## src/rtl/btn_led_scheduler.sv

```systemverilog
// Four debounced push buttons compete for a shared LED bank; each grant shows a one-hot pattern, then a blank gap.
// Arbitration is round-robin by default; define BTN_SCHED_FIXED_PRIO_EN for fixed priority (BTN[0] highest).
module btn_led_scheduler #(
   parameter int DEBOUNCE_CYCLES = 256,
   parameter int HOLD_CYCLES     = 1000,
   parameter int GAP_CYCLES      = 100
) (
   input  logic       CLK_IN,
   input  logic       CPU_RESETN,
   input  logic [3:0] BTN,
   output logic [3:0] leds,
   output logic       busy,
   output logic [1:0] grant_id,
   output logic [3:0] missed
);

   typedef enum logic [1:0] {
      IDLE = 2'd0,
      SHOW = 2'd1,
      GAP  = 2'd2
   } state_t;

   localparam logic [15:0] DB_LAST   = 16'(DEBOUNCE_CYCLES - 1);
   localparam logic [19:0] HOLD_LAST = 20'(HOLD_CYCLES - 1);
   localparam logic [19:0] GAP_LAST  = 20'(GAP_CYCLES - 1);

   logic [3:0]  btn_sync_p0;
   logic [3:0]  btn_sync_p1;
   logic [3:0]  btn_acc;
   logic [3:0]  btn_acc_q;
   logic [15:0] db_cnt [4];
   logic [3:0]  press;
   logic [3:0]  pending;
   logic [3:0]  grant_clr;
   logic [1:0]  winner;
   logic [19:0] tmr;
   state_t      state;

`ifdef BTN_SCHED_FIXED_PRIO_EN
   function automatic logic [1:0] pick(input logic [3:0] req);
      pick = 2'd0;
      for (int k = 3; k >= 0; k--) begin
         if (req[k]) pick = 2'(k);
      end
   endfunction

   assign winner = pick(pending);
`else
   logic [1:0] last_grant;

   // Walk from farthest to nearest so the requester right after last_grant wins.
   function automatic logic [1:0] pick(input logic [3:0] req, input logic [1:0] last);
      logic [1:0] idx;
      pick = 2'd0;
      for (int k = 4; k >= 1; k--) begin
         idx = last + 2'(k);
         if (req[idx]) pick = idx;
      end
   endfunction

   assign winner = pick(pending, last_grant);
`endif

   // Stage p0/p1: two-flop synchronizer on the raw buttons
   always_ff @(posedge CLK_IN or posedge CPU_RESETN) begin
      if (CPU_RESETN) begin
         btn_sync_p0 <= '0;
         btn_sync_p1 <= '0;
      end else begin
         btn_sync_p0 <= BTN;
         btn_sync_p1 <= btn_sync_p0;
      end
   end

   // Debounce: counter runs only while the synchronized level differs from the accepted one
   always_ff @(posedge CLK_IN or posedge CPU_RESETN) begin
      if (CPU_RESETN) begin
         btn_acc   <= '0;
         btn_acc_q <= '0;
         for (int i = 0; i < 4; i++) db_cnt[i] <= '0;
      end else begin
         btn_acc_q <= btn_acc;
         for (int i = 0; i < 4; i++) begin
            if (btn_sync_p1[i] == btn_acc[i]) begin
               db_cnt[i] <= '0;
            end else if (db_cnt[i] == DB_LAST) begin
               btn_acc[i] <= btn_sync_p1[i];
               db_cnt[i]  <= '0;
            end else begin
               db_cnt[i] <= db_cnt[i] + 16'd1;
            end
         end
      end
   end

   assign press     = btn_acc & ~btn_acc_q;
   assign grant_clr = (state == IDLE && pending != 4'd0) ? (4'b0001 << winner) : 4'd0;

   // A new press beats a same-cycle grant clear and is not counted as missed.
   always_ff @(posedge CLK_IN or posedge CPU_RESETN) begin
      if (CPU_RESETN) begin
         pending <= '0;
         missed  <= '0;
      end else begin
         pending <= (pending & ~grant_clr) | press;
         missed  <= missed | (press & pending & ~grant_clr);
      end
   end

   always_ff @(posedge CLK_IN or posedge CPU_RESETN) begin
      if (CPU_RESETN) begin
         state    <= IDLE;
         leds     <= '0;
         grant_id <= '0;
         tmr      <= '0;
`ifndef BTN_SCHED_FIXED_PRIO_EN
         last_grant <= 2'd3;
`endif
      end else begin
         case (state)
            IDLE: begin
               leds <= '0;
               if (pending != 4'd0) begin
                  state    <= SHOW;
                  grant_id <= winner;
                  leds     <= 4'b0001 << winner;
                  tmr      <= HOLD_LAST;
`ifndef BTN_SCHED_FIXED_PRIO_EN
                  last_grant <= winner;
`endif
               end
            end
            SHOW: begin
               if (tmr == 20'd0) begin
                  state <= GAP;
                  leds  <= '0;
                  tmr   <= GAP_LAST;
               end else begin
                  tmr <= tmr - 20'd1;
               end
            end
            GAP: begin
               leds <= '0;
               if (tmr == 20'd0) begin
                  state <= IDLE;
               end else begin
                  tmr <= tmr - 20'd1;
               end
            end
            default: begin
               state <= IDLE;
               leds  <= '0;
               tmr   <= '0;
            end
         endcase
      end
   end

   assign busy = (state != IDLE);

endmodule

```

## config.mk

```make
export PLATFORM = sky130hd
export DESIGN_NAME = btn_led_scheduler
export DESIGN_NICKNAME = d
export VERILOG_FILES = /design/src/rtl/btn_led_scheduler.sv
export SDC_FILE = /design/constraint.sdc
export NUM_CORES = 1
export LEC_CHECK = 0
export ABC_AREA = 0
export CORE_ASPECT_RATIO = 1.4
export CORE_UTILIZATION = 40
export DETAILED_ROUTE_END_ITERATION = 8
export GPL_TIMING_DRIVEN = 1
export MAX_ROUTING_LAYER = met4
export SKIP_CTS_REPAIR_TIMING = 1
export SLEW_MARGIN = 25
export SYNTH_ARGS = -nofsm -noshare
export SYNTH_HDL_FRONTEND = slang
export SYNTH_SLANG_ARGS = --single-unit
```

## constraint.sdc

```tcl
create_clock -name CLK_IN -period 5.1 [get_ports CLK_IN]
set_input_delay 1.275 -clock CLK_IN [delete_from_list [all_inputs] [get_ports CLK_IN]]
set_output_delay 1.275 -clock CLK_IN [all_outputs]
set_load 0.01 [all_outputs]
```

# After elaboration in Yosys (flattened, before gate mapping)
# Index checks and enable logic that the tools add are counted.
[word_totals] word_cells=101 reg_bits=118 out_inout_bits=11
[classes] n_lt_le_gt_ge=4 n_eq_ne=14 n_mux=32 addsub=8 n_bitwise=12 n_reduce_logical=12 shift=1
[ops] op="$mux 16" count=8
[ops] op="$add 16x1->16 const B" count=4
[ops] op="$eq 16x8->1 const B" count=4
[ops] op="$mux 20" count=3
[ops] op="$pmux 20 s3" count=1
[ops] op="$logic_not 20->1" count=1
[ops] op="$sub 20x1->20 const B" count=1
[ops] op="$and 4x4->4" count=4
[ops] op="$mux 2" count=7
[ops] op="$lt 2x3->1 const B" count=4
[ops] op="$mux 4" count=3
[ops] op="$reduce_and 2->1" count=6
[ops] op="$bmux 1 s2" count=4
[ops] op="$not 4->4" count=2
[ops] op="$or 4x4->4" count=2
[ops] op="$pmux 4 s2" count=1
[ops] op="$ne 2x2->1 const B" count=3
[ops] op="$pmux 2 s3" count=1
[ops] op="$add 2x2->2 const B" count=2
[ops] op="$eq 1x1->1" count=4
[ops] op="$mux 1" count=4
[ops] op="$not 1->1" count=4
[ops] op="$reduce_bool 4->1" count=1
[ops] op="$shl 1x2->4 const A" count=1
[ops] op="other kinds (8)" count=8

# Depth between registers and ports, before layout
[logic_depth] depth_word=11 depth_mapped=9 mapped_depth_nobuf=7

# Least setup slack after synthesis
# No wires, ideal clock.
[synth_timing] path_type="register to register" from="register tmr[0]" to="register tmr[18]" synth_period_minus_slack_ps=2498 stages_incl_launch_ff=10 slack_ps=2602 n_path_buf=2 t_arrival_ps=2419 path_cell_list="dfrtp_1 inv_1 ha_1 or3b_2 clkbuf_1 or2_1 buf_6 or4_1 or3_1 a21oi_1"
[synth_between] elab_chain_cells=3 elab_cells_between_ends=7 classes_between="add/sub (1); eq/ne (1); mux (3); reduce/logical (2)"
[synth_rtl] item="from (decl)" line="36" rtl="logic [19:0] tmr;"
[synth_rtl] item="from (signal assigned)" line="139" rtl="tmr <= tmr - 20'd1;"
[synth_rtl] item="from (signal assigned)" line="147" rtl="tmr <= tmr - 20'd1;"
[synth_rtl] item="$sub 20x1->20 or $logic_not 20->1 (tied branches)"
[synth_rtl] item="$mux 20, or another cell as far along" line="144" rtl="if (tmr == 20'd0) begin"
[synth_rtl] item="$pmux 20 s3 or $reduce_and 2->1 (tied branches)"
# Several ways; a longest one is shown, not always the timed one. The select of a mux whose other input is x is not followed.
# A chain may end at the register's enable or synchronous reset.

# Worst setup path in the final report
[layout_timing] from="register state[1]" to="output port busy"
[layout_between] elab_chain_cells=1
[layout_rtl] item="from (decl)" line="37" rtl="state_t state;"
[layout_rtl] item="from (signal assigned)" line="112" rtl="state <= IDLE;"
[layout_rtl] item="from (signal assigned)" line="124" rtl="state <= SHOW;"
[layout_rtl] item="from (signal assigned)" line="135" rtl="state <= GAP;"
[layout_rtl] item="$reduce_bool 2->1" line="159" rtl="assign busy = (state != IDLE);"
[layout_rtl] item="to (decl)" line="12" rtl="output logic busy,"
# Every way passes these cells.

==> metrics.cfg <==
[floorplanning]
die_y_um=143
start_util_pct=40.9
die_w_um=103
rows=51
die_area_mm2=0.0147
ioPinCount=17
coreArea_mm2=0.0138

[flow_run]
cap_viol_max_count=0

[sta]
worst_slack_ns=1.77
fmax_ghz=0.300
worstMarginPinSlew_ns=0.865
drv_slew=0
hold_viol=0
tns_ns=0
setup_violations=0
fin_skew_ns=0.0103
slew_headroom_pct=41.8
period_share_pct=65.3
rsz0062_at_grt=no
fin_crit_ns=3.33

[final_layout]
final_layout_size_suffix_gt1_share_pct=9.05
finalNonFillerCells=793
top_regs=db_cnt: 64 flops, tmr: 20 flops
diodes=0
nets=607
max_flop_register=db_cnt
layout_common_cells=116 x dfrtp_1, 95 x nor2_1, 40 x nand2_1
area_growth_pct=17.0
mostFrequentLayoutCell=dfrtp_1
largest_reg_flops=64
fill_cells=1270

[drt]
drt_drc_violations_left=0
via_count=4232
via_per_inst=5.34
ant_nets=0
drt_first_pass_iters=6
routedWlPerCell_um=14.3
finalWirelength_mm=11.3
drt_iter0_drc=142

[power]
p_per_area_mw_per_mm2=342
clkPwrFrac_pct=55.6
p_sw_share_pct=20.8
power.leakage_uw=0.00301
p_sw_uw=472
seq_power_share_pct=42.2
peakVddDrop_mv=0.195
p_int_uw=1790
pwr-share-comb_pct=2.2

[critical_path]
startpoint_type=register
crit_path_end_kind=output pin
crit_arrival_ns=2.05
path_max_fanout=22
critical_path_required_ns=3.83
worstSetupPathType=register to output pin

[logic_synthesis]
synth_top_area_share_pct=51.2
yosys.cell_types.count=56
synthArstFlopShare_pct=100
ys_top_cells_by_area=dfrtp_1 51%, nor2_1 6.3%, xor2_1 4.6%
synth_seq_cells=118
syn_area_mm2=0.00567
synth_edf_count=0
yosys_warnings=0
synth_nets=589
synth-main-ff-cell=dfrtp_1
synth-seq-area-share_pct=52.2
postSynthAreaPerCell_um2=9.82
post-synth-top-area-cell=dfrtp_1
synthCells=577

[placed_design]
finalWeightedCongestion=0.835
dp_slack_ns=2.23
dp.cells=761
place.detailed.hpwl_mm=7.67
io_buffers=16

[grt]
overflow=0
grt_pass1_vias=4166
antenna_found_initial=0
grt_max_degree=79
track_usage_pct=17.6
grt_pass1_wl_mm=19.4

[clock_network]
clock_path_buffers=2
cts.clk_slew.worst_paths_ns=0.05
htreeDepth=4
cts_buffers=17
cts_sinks=118
cts_tree=yes
cts_root_buf=clkbuf_16
insertion_delay_ns=0.41

[worst_hold_path]
hold_path_class=register to register

[outcome]
outcome=complete, no violations

[power by group through the flow]
| stage | Sequential [uW] | Combinational (uW) | Clock [uW] |
|---|---|---|---|
| finish | 956 | 48.8 | 1260 |
| global route | 957 | 57.3 | 1330 |
| CTS | 956 | 50.7 | 1290 |
| detailed placement | 972 | 50.3 | 0 |
| global placement | 972 | 49.0 | 0 |
| floorplan | 971 | 34.8 | 0 |
[cell families after synthesis]
kind of cell             Yosys count  synth area share [%]
flip-flops                       118                  52.2
multiplexers                       7                  1.37
XOR/XNOR                          56                  8.66
AND/OR/NAND/NOR                  268                  23.9
buffers and inverters             33                  2.45
AO/OA/AOI/OAI                     89                  10.1
adder cells (fa/ha/maj)            6                  1.33
[worst max-delay path, cell delays in order, from the launching register on]
cell,delay [ns]
dfrtp_1,0.77
nor2_1,0.16
inv_1,0.16
clkdlybuf4s50_1,0.56
[worst paths after layout]
path,cells past startpoint,from,slack (ns),end
min reg2reg,0,btn_sync_p0[2]$_DFF_PP0_,0.35,btn_sync_p1[2]$_DFF_PP0_
max reg2reg,7,tmr[0]$_DFFE_PP0P_,2.36,tmr[12]$_DFFE_PP0P_
min in group asynchronous,2,CPU_RESETN,1.37,btn_sync_p0[2]$_DFF_PP0_
max,3,state[1]$_DFFE_PP0P_,1.77,busy
max in group asynchronous,3,CPU_RESETN,3.06,btn_acc[0]$_DFFE_PP0P_
min,0,btn_sync_p0[2]$_DFF_PP0_,0.35,btn_sync_p1[2]$_DFF_PP0_
[synth_stat cells (8+ instances only)]
library cell / n
o21ai_0: 20
nor3_1: 9
dfrtp_1: 116
a21oi_1: 24
nor2b_1: 8
xnor2_1: 26
or3_1: 15
nand3_1: 22
clkbuf_1: 14
xor2_1: 30
nand2_1: 40
nor4_1: 18
and4_1: 8
a21o_1: 8
nand2b_1: 9
nand4_1: 11
nor2_1: 95
inv_1: 15
[final cells by class]
class / count / area (um^2) / share of cell area, %
clock buffers: 20 / 447 / 6.74
clock inverters: 12 / 175 / 2.64
inverters: 15 / 61.3 / 0.925
multi-input cells: 426 / 2580 / 38.9
flip-flops and latches: 118 / 2960 / 44.6
well taps: 185 / 231 / 3.49
repair buffers: 17 / 180 / 2.72
[per-layer routing]
metal / part of all wire (%) / wire length [um] / global-route usage [%] / vias to the layer above
met5: 0 / 0 / - / -
met4: 1.2 / 133 / 7.44 / 0
met3: 3.7 / 421 / 4.50 / 11
met2: 51 / 5730 / 28.4 / 74
met1: 45 / 5040 / 20.6 / 2064
li1: - / - / - / 2083
[through the flow]
| step | cell area, um^2 | util [%] | power, uW | hold WS, ns |
|---|---|---|---|---|
| finish | 6630 | 47.9 | 2260 | 0.346 |
| global route | 6630 | 47.9 | 2350 | 0.349 |
| CTS | 6620 | 47.8 | 2300 | 0.348 |
| detailed placement | 6000 | 43.3 | 1020 | 0.336 |
| global placement | 6000 | 43.3 | 1020 | 0.336 |
| floorplan | 5670 | - | 1010 | 0.331 |
Note: power is estimated with default switching activity, not from simulation.
